<file path="config.mk">
export PLATFORM = sky130hd
export DESIGN_NAME = alu_result_stage
export DESIGN_NICKNAME = d
export VERILOG_FILES = /design/src/rtl/alu_defs_pkg.sv /design/src/rtl/alu_flag_gen.sv /design/src/rtl/alu_result_stage.sv
export SDC_FILE = /design/constraint.sdc
export NUM_CORES = 1
export LEC_CHECK = 0
export BUFFER_PORTS_ARGS = -buffer_cell sky130_fd_sc_hd__buf_4
export CORE_MARGIN = 5
export CORE_UTILIZATION = 47
export DETAILED_ROUTE_END_ITERATION = 10
export GPL_ROUTABILITY_DRIVEN = 0
export PLACE_DENSITY = 0.83
export SETUP_SLACK_MARGIN = 0.5
export SLEW_MARGIN = 20
export SYNTH_ARGS = -nofsm -noshare
export SYNTH_HDL_FRONTEND = slang
export SYNTH_SLANG_ARGS = --single-unit
</file>
<file path="constraint.sdc">
create_clock -name clk -period 1.3 [get_ports clk]
set_input_delay 0.065 -clock clk [delete_from_list [all_inputs] [get_ports clk]]
set_output_delay 0.065 -clock clk [all_outputs]
set_load 0.02 [all_outputs]
</file>
<file path="src/rtl/alu_defs_pkg.sv">
// Shared definitions for the ALU result stage.
//   DefaultWidth : default datapath width
//   alu_op_e     : 3-bit ALU operation codes carried alongside each result
//   occ_state_e  : occupancy of the 2-entry skid buffer
package alu_defs_pkg;

  localparam int unsigned DefaultWidth = 32;
  localparam int unsigned OpWidth      = 3;

  typedef enum logic [2:0] {
    OpAdd  = 3'd0,
    OpSub  = 3'd1,
    OpXor  = 3'd2,
    OpSlt  = 3'd3,
    OpAnd  = 3'd4,
    OpNand = 3'd5,
    OpNor  = 3'd6,
    OpOr   = 3'd7
  } alu_op_e;

  typedef enum logic [1:0] {
    StEmpty = 2'd0,
    StOne   = 2'd1,
    StFull  = 2'd2
  } occ_state_e;

endpackage

</file>
<file path="src/rtl/alu_flag_gen.sv">
// Combinational zero/negative flag generation for a WIDTH-bit value.
//   value_i    : value to inspect
//   zero_o     : value_i == 0
//   negative_o : sign bit of value_i
module alu_flag_gen #(
  parameter int unsigned WIDTH = 32
) (
  input  logic [WIDTH-1:0] value_i,
  output logic             zero_o,
  output logic             negative_o
);

  assign zero_o     = ~|value_i;
  assign negative_o = value_i[WIDTH-1];

endmodule

</file>
<file path="src/rtl/alu_result_stage.sv">
// Registered result stage behind the ALU. Captures result, op, carry and
// overflow plus derived zero/negative flags into a 2-entry skid buffer with a
// valid/ready handshake. Also keeps a sticky overflow bit and a saturating
// count of accepted results.
//   clk, reset            : clock, synchronous active-high reset
//   in_valid/in_ready     : upstream handshake
//   in_result, in_carryout, in_overflow, in_op : captured ALU outputs
//   out_valid/out_ready   : downstream handshake
//   out_result, out_op, out_zero, out_negative, out_carryout, out_overflow
//                         : head entry fields
//   sticky_ovf, clear_sticky : sticky overflow status and its clear
//   result_count          : saturating accepted-result counter
module alu_result_stage
  import alu_defs_pkg::*;
#(
  parameter int unsigned WIDTH     = DefaultWidth,
  parameter int unsigned CNT_WIDTH = 8
) (
  input  logic                 clk,
  input  logic                 reset,
  input  logic                 in_valid,
  output logic                 in_ready,
  input  logic [WIDTH-1:0]     in_result,
  input  logic                 in_carryout,
  input  logic                 in_overflow,
  input  logic [2:0]           in_op,
  output logic                 out_valid,
  input  logic                 out_ready,
  output logic [WIDTH-1:0]     out_result,
  output logic [2:0]           out_op,
  output logic                 out_zero,
  output logic                 out_negative,
  output logic                 out_carryout,
  output logic                 out_overflow,
  output logic                 sticky_ovf,
  input  logic                 clear_sticky,
  output logic [CNT_WIDTH-1:0] result_count
);

  typedef struct packed {
    logic [WIDTH-1:0] result;
    logic [2:0]       op;
    logic             zero;
    logic             negative;
    logic             carryout;
    logic             overflow;
  } entry_t;

  occ_state_e           state_q;
  entry_t               head_q;
  entry_t               spare_q;
  entry_t               in_entry;
  logic                 sticky_q;
  logic [CNT_WIDTH-1:0] count_q;
  logic                 in_zero;
  logic                 in_negative;
  logic                 accept;
  logic                 deliver;

  alu_flag_gen #(
    .WIDTH(WIDTH)
  ) u_flag_gen (
    .value_i   (in_result),
    .zero_o    (in_zero),
    .negative_o(in_negative)
  );

  always_comb begin
    in_entry          = '0;
    in_entry.result   = in_result;
    in_entry.op       = in_op;
    in_entry.zero     = in_zero;
    in_entry.negative = in_negative;
    in_entry.carryout = in_carryout;
    in_entry.overflow = in_overflow;
  end

  // Both handshakes depend only on registered state.
  assign in_ready  = (state_q != StFull);
  assign out_valid = (state_q != StEmpty);
  assign accept    = in_valid & in_ready;
  assign deliver   = out_valid & out_ready;

  always_ff @(posedge clk) begin
    if (reset) begin
      state_q  <= StEmpty;
      head_q   <= '0;
      spare_q  <= '0;
      sticky_q <= 1'b0;
      count_q  <= '0;
    end else begin
      unique case (state_q)
        StEmpty: begin
          if (accept) begin
            head_q  <= in_entry;
            state_q <= StOne;
          end
        end
        StOne: begin
          if (accept && deliver) begin
            head_q <= in_entry;
          end else if (accept) begin
            spare_q <= in_entry;
            state_q <= StFull;
          end else if (deliver) begin
            state_q <= StEmpty;
          end
        end
        StFull: begin
          if (deliver) begin
            head_q  <= spare_q;
            state_q <= StOne;
          end
        end
        default: state_q <= StEmpty;
      endcase

      // A set in the same cycle as a clear wins.
      if (accept && in_overflow) begin
        sticky_q <= 1'b1;
      end else if (clear_sticky) begin
        sticky_q <= 1'b0;
      end

      if (accept && (count_q != {CNT_WIDTH{1'b1}})) begin
        count_q <= count_q + CNT_WIDTH'(1);
      end
    end
  end

  assign out_result   = head_q.result;
  assign out_op       = head_q.op;
  assign out_zero     = head_q.zero;
  assign out_negative = head_q.negative;
  assign out_carryout = head_q.carryout;
  assign out_overflow = head_q.overflow;
  assign sticky_ovf   = sticky_q;
  assign result_count = count_q;

endmodule

</file>
==> key figures <==
Cells and area
  • Final Cell Area: between 7000 and 8000 um2
  • Multi-input gate area: between 2000 and 3000 um2
  • Most frequent cells in the layout: buf_4, buf_6, dfxtp_2
  • Commonest non-fill, non-tap cell in the layout: buf_4
  • Flip-flop and latch area: 1820 um2
  • Area Growth Syn to Fin: 106%
  • N_diodes: 0
  • Nets: 670
  • Share of cells above drive strength 1: around 72%
  • Fillers: between 90 and 100

Setup path
  • CP Capture Type: flop
  • WS Path Type: reg -> reg
  • Critical Path RT: roughly 1600 ps
  • Crit path max fanout: 5
  • Worst reg2reg path startpoint: state_q[1]
  • Crit start category: flop
  • Reg2reg end: spare_q[27]
  • Critical path data arrival time: around 2000 ps
  • R2R setup slack: -380 ps
  • Path depth of the worst reg2reg path: 8

Route
  • DR iter-0 viols: around 510
  • Wire length per cell: between 30 and 40 um
  • Antenna Nets Post-Route: 0
  • TritonRoute pass-1 iters: 5
  • Total Wirelength: 22400 um
  • DR vias: 4929
  • Vias/cell: slightly below 7
  • DRC viols: 0

Timing
  • Crit share post-route: 130%
  • Max Clk Rate: 594 MHz
  • Rel. slew slack: 61.6%
  • RSZ-0062 raised after global routing: yes
  • Clock Skews: 12.0 ps
  • Worst setup margin: -384 ps
  • Worst slew pin tran: between 500 and 600 ps
  • Setup TNS: -16320 ps
  • Endpoints failing hold: 0
  • Crit path time final: between 1500 and 2000 ps
  • Worst hold slack: between 60 and 70 ps
  • Endpoints failing setup: slightly below 90
  • Final Slew Violations: 0

Run status
  • Status: finished with violations
  • Failing checks: negative setup slack

Die
  • DIE HEIGHT: just under 100 um
  • Placement Rows: 32
  • Initial core utilization: between 40% and 50%
  • Ports: 92
  • Total Die Area: ~9500 um2
  • DIE WIDTH: just under 100 um
  • Core ar.: between 7000 and 8000 um2

Synthesis
  • Synth area leaders: dfxtp_1, mux2i_1, nand2_1, a211oi_1, a21oi_1
  • Syn Inst Count: 412
  • Post-synthesis simple-gate area fraction: a little under a fifth
  • Register area share after synthesis: between 40% and 50%
  • Syn_area_per_cell: approximately 8.8 um2
  • Post-synthesis mux area share: 11.1%
  • Post-Synth Adder-Cell Area: less than 1%
  • Yosys warning count: 0
  • #FFs+latches synth: 87
  • Yosys top cell by area: dfxtp_1
  • Compound-Gate Fraction of Synth Area: approximately 17%
  • Post-Syn Area: roughly 3600 um2
  • Share of the synthesized area in the top cell type: between 40% and 50%
  • Yosys cell types: 36
  • Xor/xnor cell area share of the yosys netlist: less than 1%
  • Largest family of logic cells by synthesized area: simple AND/OR/NAND/NOR gates
  • Net Count, Synth: ~460

CTS
  • Clock Tree Root: clkbuf_8
  • # clock sinks: between 80 and 90
  • Clk_lat worst skew: 390 ps
  • Num CTS Buffers: 9
  • Maximum root-to-sink buffer count: 2
  • Worst-path clk slew: approximately 90 ps
  • H-Tree Depth: 3
  • CTS tree: done

Global route
  • Number of global-route vias before repair: 4456
  • Largest net degree at the start of global routing: 35
  • GRT Overall Usage: roughly a third
  • First-pass GRT wire length: 23800 um
  • Grt ovf: 0
  • Initial antenna violation count: 0

Min path
  • Startpoint of the worst hold path: in_result[23]
  • Min-Delay Endpoint: spare_q[30]
  • Hold depth: 4
  • Worst min-delay path class: in -> reg

Power
  • Total power draw: 7.28 mW
  • Pwr Density: just under 1000 nW/um2
  • Static leakage: roughly 3.3 nW
  • Max VDD drop: roughly 1.2 mV

Placed design
  • HPWL after detailed placement: 7010 um
  • DP Area: ~5000 um2
  • PortBufs: 91
  • Place WS: -230 ps

Run
  • Max-Cap Viols: 0
==> state kept, by name, summed over array words and instances (netlist names) <==
signal / cells
out_carryout: 1
out_op: 3
out_overflow: 1
out_result: 32
out_zero: 1
result_count: 8
spare_q: 38
state_q: 2
sticky_ovf: 1
==> routing by layer <==
layer,vias up,track usage [%],wire (um)
li1,1891,-,-
met1,2331,34.7,7670
met2,515,55.8,10300
met3,192,7.25,2380
met4,0,15.9,2060
met5,-,0,0
==> worst max-delay path by stage <==
stage                                  to            start  slack (ps)  depth (start not counted)
after floorplan           result_count[1]  result_count[1]         -60                          5
after global placement         spare_q[3]    in_result[20]        -130                          6
after detailed placement       spare_q[3]    in_result[20]        -230                          6
after CTS                 result_count[1]  result_count[0]        -120                          6
after global routing      result_count[1]  result_count[0]        -440                          6
final                         spare_q[27]       state_q[1]        -380                          8
==> final cells by class <==
cell class                 instances  area share (%)
clock buffer                      11            2.05
clock inverter                     4           0.386
inverter                           3           0.151
multi-input combinational        289            34.6
sequential                        87            24.5
tap                              102            1.71
timing repair buffer             237            36.7
==> Yosys cell counts <==
| master | instances |
|---|---|
| dfxtp_1 | 87 |
| nand2_1 | 76 |
| nor2_1 | 45 |
| a21oi_1 | 43 |
| mux2i_1 | 40 |
| a211oi_1 | 37 |
| clkbuf_1 | 13 |
| buf_2 | 12 |
| nor4_1 | 8 |
| buf_4 | 6 |
| nand4_1 | 6 |
| nand3_1 | 4 |
| or3_1 | 4 |
| and3_1 | 3 |
| inv_1 | 3 |
| o21ai_0 | 3 |
| and4_1 | 2 |
| buf_6 | 2 |
| a21boi_0 | 1 |
| a311oi_1 | 1 |
| a31oi_1 | 1 |
| a32oi_1 | 1 |
| and2_1 | 1 |
| ha_1 | 1 |
| nand2b_1 | 1 |
| nor2b_1 | 1 |
| nor3_1 | 1 |
| nor3b_1 | 1 |
| o211a_1 | 1 |
| o211ai_1 | 1 |
| o21bai_1 | 1 |
| o22a_1 | 1 |
| o2bb2ai_2 | 1 |
| o32ai_1 | 1 |
| or2_2 | 1 |
| xor2_1 | 1 |
==> report_power, final <==
| part | switching (mW) | leakage [nW] | internal [mW] |
|---|---|---|---|
| clock | 1.14 | 0.0948 | 0.809 |
| combinational | 1.14 | 2.48 | 1.15 |
| sequential | 0.184 | 0.731 | 2.85 |
| total | 2.46 | 3.30 | 4.81 |
==> stage by stage <==
stage	utilization (%)	instances
3_3_place_gp	63.9	618
3_5_place_dp	63.9	618
2_1_floorplan	-	412
5_1_grt	97.9	733
4_1_cts	86.1	701
6_report	97.9	733
==> what timing repair did <==
action	4_1_cts	5_1_grt
endpoints found under the setup margin	137	137
buffers inserted	32	22
hold buffers	26	0
resized for setup	222	130
endpoints found under the hold margin	26	0
gates cloned	10	10
pin swaps	50	69
==> critical path, stage by stage (launching register included) <==
cell and delay (ps):
dfxtp_4 390, nor2b_4 150, buf_6 120, and3_4 210, buf_6 100, buf_6 100, buf_16 120, nand2_2 100
a21oi_2 280
==> cell families after synthesis <==
group / count (synthesis)
AOI/OAI and AO/OA: 93
adders and majority gates: 1
DFF: 87
muxes: 40
xor gates and xnor gates: 1
and+or+nand+nor: 154
buffers and inverters: 36
(Power assumes the default switching activity.)
